### config.mk
export PLATFORM = sky130hd
export DESIGN_NAME = bubble_spawner
export DESIGN_NICKNAME = d
export VERILOG_FILES = /design/src/rtl/bubble_spawner.sv
export SDC_FILE = /design/constraint.sdc
export NUM_CORES = 1
export LEC_CHECK = 0
export ABC_CLOCK_PERIOD_IN_PS = 5470
export CAP_MARGIN = 25
export CORE_UTILIZATION = 45
export CTS_CLUSTER_SIZE = 10
export DETAILED_ROUTE_END_ITERATION = 8
export PLACE_DENSITY = 0.68
export REMOVE_ABC_BUFFERS = 1
export SETUP_SLACK_MARGIN = 0.4
export SYNTH_ARGS = -nofsm -noshare
export SYNTH_HDL_FRONTEND = slang
export SYNTH_SLANG_ARGS = --single-unit
### constraint.sdc
create_clock -name clk -period 5.47 [get_ports clk]
set_clock_uncertainty 0.1 [all_clocks]
set_input_delay 1.094 -clock clk [delete_from_list [all_inputs] [get_ports clk]]
set_output_delay 1.094 -clock clk [all_outputs]
set_load 0.05 [all_outputs]
### src/rtl/bubble_spawner.sv
// Upstream spawner for a pool of bubble movers: queues level/hit requests and issues
// one-cycle start pulses to the lowest free slot, splitting hit bubbles into two children.
module bubble_spawner #(
    parameter int unsigned NUM_SLOTS    = 8,
    parameter int unsigned QUEUE_DEPTH  = 4,
    parameter int unsigned CHILD_OFFSET = 16,
    parameter int unsigned X_MAX        = 639,
    parameter int unsigned Y_MAX        = 479
) (
    input  logic                 clk,
    input  logic                 reset,
    input  logic                 level_start,
    input  logic [2:0]           level_size,
    input  logic [10:0]          level_x,
    input  logic [10:0]          level_y,
    input  logic                 hit_valid,
    input  logic [2:0]           hit_size,
    input  logic [10:0]          hit_x,
    input  logic [10:0]          hit_y,
    input  logic [NUM_SLOTS-1:0] slot_free,
    output logic [NUM_SLOTS-1:0] start,
    output logic [10:0]          startTopX,
    output logic [10:0]          startTopY,
    output logic [2:0]           size_out,
    output logic                 direction,
    output logic                 pop_event,
    output logic                 queue_full,
    output logic                 overflow,
    output logic                 all_cleared
);

    localparam int unsigned PW = (QUEUE_DEPTH > 1) ? $clog2(QUEUE_DEPTH) : 1;
    localparam int unsigned CW = $clog2(QUEUE_DEPTH + 1);

    typedef struct packed {
        logic        split;
        logic [2:0]  size;
        logic [10:0] x;
        logic [10:0] y;
    } entry_t;

    typedef enum logic [2:0] {
        StIdle,
        StLoad,
        StSpawnA,
        StHoldA,
        StSpawnB,
        StHoldB
    } state_e;

    state_e state;

    entry_t        mem [2**PW];
    logic [PW-1:0] wr_ptr;
    logic [PW-1:0] rd_ptr;
    logic [CW-1:0] count;

    logic   fifo_empty;
    logic   push_req;
    logic   pop;
    logic   push_ok;
    entry_t head;
    entry_t hit_entry;
    entry_t level_entry;

    logic        w_split;
    logic [2:0]  w_size;
    logic [10:0] w_x;
    logic [10:0] w_y;

    logic [NUM_SLOTS-1:0] sel;
    logic                 any_free;
    logic [11:0]          x_sum;
    logic [10:0]          x_right;
    logic [10:0]          y_clamped;

    assign fifo_empty  = (count == '0);
    assign queue_full  = (count == CW'(QUEUE_DEPTH));
    // level_start wins the cycle: the hit is discarded and the FSM pop is cancelled.
    assign push_req    = !level_start && hit_valid && (hit_size != 3'd0);
    assign pop         = !level_start && (state == StLoad);
    assign push_ok     = push_req && (!queue_full || pop);
    assign head        = mem[rd_ptr];
    assign hit_entry   = {1'b1, hit_size - 3'd1, hit_x, hit_y};
    assign level_entry = {1'b0, level_size, level_x, level_y};

    assign any_free  = |slot_free;
    assign x_sum     = {1'b0, w_x} + 12'(CHILD_OFFSET);
    assign x_right   = (x_sum > 12'(X_MAX)) ? 11'(X_MAX) : x_sum[10:0];
    assign y_clamped = (w_y > 11'(Y_MAX)) ? 11'(Y_MAX) : w_y;

    // Lowest-index free slot wins.
    always_comb begin
        sel = '0;
        for (int i = int'(NUM_SLOTS) - 1; i >= 0; i--) begin
            if (slot_free[i]) begin
                sel = NUM_SLOTS'(1) << i;
            end
        end
    end

    always_ff @(posedge clk) begin
        if (level_start) begin
            mem[0] <= level_entry;
        end else if (push_ok) begin
            mem[wr_ptr] <= hit_entry;
        end
    end

    always_ff @(posedge clk) begin
        if (reset) begin
            wr_ptr <= '0;
            rd_ptr <= '0;
            count  <= '0;
        end else if (level_start) begin
            wr_ptr <= PW'(1);
            rd_ptr <= '0;
            count  <= CW'(1);
        end else begin
            if (push_ok) begin
                wr_ptr <= wr_ptr + PW'(1);
            end
            if (pop) begin
                rd_ptr <= rd_ptr + PW'(1);
            end
            count <= count + CW'(push_ok) - CW'(pop);
        end
    end

    always_ff @(posedge clk) begin
        if (reset) begin
            pop_event   <= 1'b0;
            overflow    <= 1'b0;
            all_cleared <= 1'b0;
        end else begin
            pop_event   <= !level_start && hit_valid && (hit_size == 3'd0);
            all_cleared <= (&slot_free) && fifo_empty && (state == StIdle) &&
                           !push_req && !level_start;
            if (level_start) begin
                overflow <= 1'b0;
            end else if (push_req && queue_full && !pop) begin
                overflow <= 1'b1;
            end
        end
    end

    // Spawn outputs stay put after each pulse; the mover samples them a cycle later.
    always_ff @(posedge clk) begin
        if (reset) begin
            state     <= StIdle;
            start     <= '0;
            startTopX <= '0;
            startTopY <= '0;
            size_out  <= '0;
            direction <= 1'b0;
            w_split   <= 1'b0;
            w_size    <= '0;
            w_x       <= '0;
            w_y       <= '0;
        end else if (level_start) begin
            state <= StIdle;
            start <= '0;
        end else begin
            start <= '0;
            unique case (state)
                StIdle: begin
                    if (!fifo_empty) begin
                        state <= StLoad;
                    end
                end
                StLoad: begin
                    w_split <= head.split;
                    w_size  <= head.size;
                    w_x     <= head.x;
                    w_y     <= head.y;
                    state   <= StSpawnA;
                end
                StSpawnA: begin
                    if (any_free) begin
                        start     <= sel;
                        startTopX <= w_x;
                        startTopY <= y_clamped;
                        size_out  <= w_size;
                        direction <= !w_split;
                        state     <= StHoldA;
                    end
                end
                StHoldA: begin
                    state <= w_split ? StSpawnB : StIdle;
                end
                StSpawnB: begin
                    if (any_free) begin
                        start     <= sel;
                        startTopX <= x_right;
                        startTopY <= y_clamped;
                        size_out  <= w_size;
                        direction <= 1'b1;
                        state     <= StHoldB;
                    end
                end
                StHoldB: begin
                    state <= StIdle;
                end
                default: begin
                    state <= StIdle;
                end
            endcase
        end
    end

endmodule
==> metrics <==
status completed; pre-CTS setup slack 1.24 ns; gr ovfl total 0; post-synthesis sequential area ratio 0.650; Syn Area/Cell 13.2 um2; vias in the first global route 4480; Startpoint Class input pin; final instance area 8830 um2; Leak Pwr 2.87 nW; Pwr Density 316 nW/um2; most common cell after layout, fill and taps aside edfxtp_1; fraction of layout cells with a size suffix above 1 0.123; row count 45; Synth cell types 52; CTS tree done; Via density 5.16; Routed Wire Length 13.7 mm; Clock Pin Slew Worst Setup and Hold Paths 0.06 ns; Setup crit end kind flop; Worst Path Max Fanout 31; diode count 0; first-pass GRT wire length 22.5 mm; metal1 wirelength 6.24 mm; Initial DRT Pass Iterations 4; GRT Total Usage 0.183; worst reg2reg path depth 4; worst skew pair latency 0.42 ns; FMAX 0.262 GHz; required time worst endpoint 5.52 ns; Final #Nets 695; worst vdd ir 0.218 mV; cts bufs inserted 17; Post-Route Setup TNS 0 ns; final hold violations 0; HP Class reg2reg; initial core utilization 0.462; fill count 1227; fin crit share 0.699; Post-CTS Setup Bufs 0; cts hold-fix bufs 0; wire per inst 16.1 um; synthesized cell area 7060 um2; Least-Margin Pin Slew 0.807 ns; RSZ-0062 raised after global routing false; post-route setup slack 1.65 ns; Post-synth EDFFs 104; RePlAce Congestion 0.799; PortBufs 99; Final Util 0.578; register bit total from synthesis 177; most frequent cells in the layout edfxtp_1, clkdlybuf4s50_1, nand2_1; Setup Viol. Count Final 0; htree depth 4; DR vias 4395; Post-synth top flop edfxtp_1; hold depth 2; DIE HEIGHT 127 um; Routed Antenna Nets 0; Die Area 16200 um2; Design Power 2.79 mW; Core Area 15300 um2; Max Cap Viol 0; # IOs 100; Root Driver clkbuf_16; Cell Area, Placed 8240 um2; Ys Warns 0; Post-route DRC 0; critical path class in2reg; relative slew slack 0.462; critical path arrival 3.87 ns; Final min period 3.82 ns; TritonCTS Sinks 177; clock buffer depth 2; cell count after synthesis 534; max layer used met4; largest net degree at the start of global routing 48; WL met3 421 um; antenna violations before repair 0; flop-to-flop setup slack 2.48 ns; hpwl dp 9.17 mm; cts repair resizes 0; Die Wd 127 um; Area growth syn-to-layout 25.1%; met2 WL 6.76 mm; Final Max Tran Viols 0; Iteration-0 DRC Markers 267; asr flop ratio synth 0
[layer usage]
layer / vias to the layer above / track usage
met5: - / 0
met4: 0 / 0.0777
met3: 17 / 0.0381
met2: 93 / 0.304
met1: 2131 / 0.235
li1: 2154 / -
[flip-flops by register name, indices dropped and copies added, names as in the netlist, 2 cells and up]
register,cells
mem,104
startTopX,11
startTopY,11
w_x,11
w_y,11
start,8
count,3
size_out,3
state,3
w_size,3
rd_ptr,2
wr_ptr,2
[where the power goes]
group | switching, mW | internal, mW | leakage, nW | total, mW
Clock | 0.486 | 0.651 | 0.285 | 1.14
Combinational | 0.0910 | 0.0916 | 1.03 | 0.183
Sequential | 0.0171 | 1.45 | 1.55 | 1.47
Total | 0.594 | 2.20 | 2.87 | 2.79
[through the flow]
| stage | cells | hold WS [ns] |
|---|---|---|
| floorplan | 499 | 0.326 |
| global placement | 818 | 0.339 |
| finish | 851 | 0.352 |
| detailed placement | 818 | 0.349 |
| CTS | 850 | 0.359 |
| global route | 851 | 0.367 |
[cell families (layout without fill, tap and decap cells)]
family          count (synthesis)  count (layout)  share of synthesized area
fa+ha+maj                       7               7                     0.0131
simple gates                  176             176                      0.116
flops                         177             177                      0.650
xor+xnor                        9               9                     0.0112
mux                            49              49                      0.120
buf+inv                        46             152                     0.0280
compound gates                 70              70                     0.0622
[area by class of cell]
type | count | area, um2 | area share
sequential | 177 | 4590 | 0.520
multi-input combinational | 311 | 2290 | 0.260
timing repair buffer | 109 | 1070 | 0.122
clock buffer | 22 | 497 | 0.0563
tap | 211 | 264 | 0.0299
clock inverter | 10 | 73.8 | 0.00836
inverter | 11 | 41.3 | 0.00468
[worst paths after layout]
| kind | from | endpoint |
|---|---|---|
| hold reg to reg | startTopX[10] | startTopX[10] |
| setup / recovery | level_start | mem[3][0] |
| hold / removal | startTopX[10] | startTopX[10] |
| setup reg to reg | state[0] | mem[3][0] |
[Yosys cell counts (4+ instances only)]
cell	number	area (um2)
a21oi_1	40	200
a311oi_1	4	35.0
a31oi_1	6	37.5
buf_2	8	40.0
clkbuf_1	23	86.3
dfxtp_1	73	1460
edfxtp_1	104	3120
ha_1	5	62.6
inv_1	11	41.3
mux2_1	22	248
mux4_2	26	586
nand2_1	87	327
nand4_1	6	37.5
nor2_1	30	113
nor3_1	18	90.1
nor3b_1	6	45.0
nor4b_1	5	43.8
o21ai_0	5	25.0
o31ai_1	4	30.0
xnor2_1	8	70.1
[worst max-delay path, cell delays in order]
cell and delay [ns]:
clkdlybuf4s50_1 0.59, or4b_4 0.74, a2111oi_4 0.52, buf_4 0.48, mux2_1 0.43
Note: power is estimated with default switching activity, not from simulation.
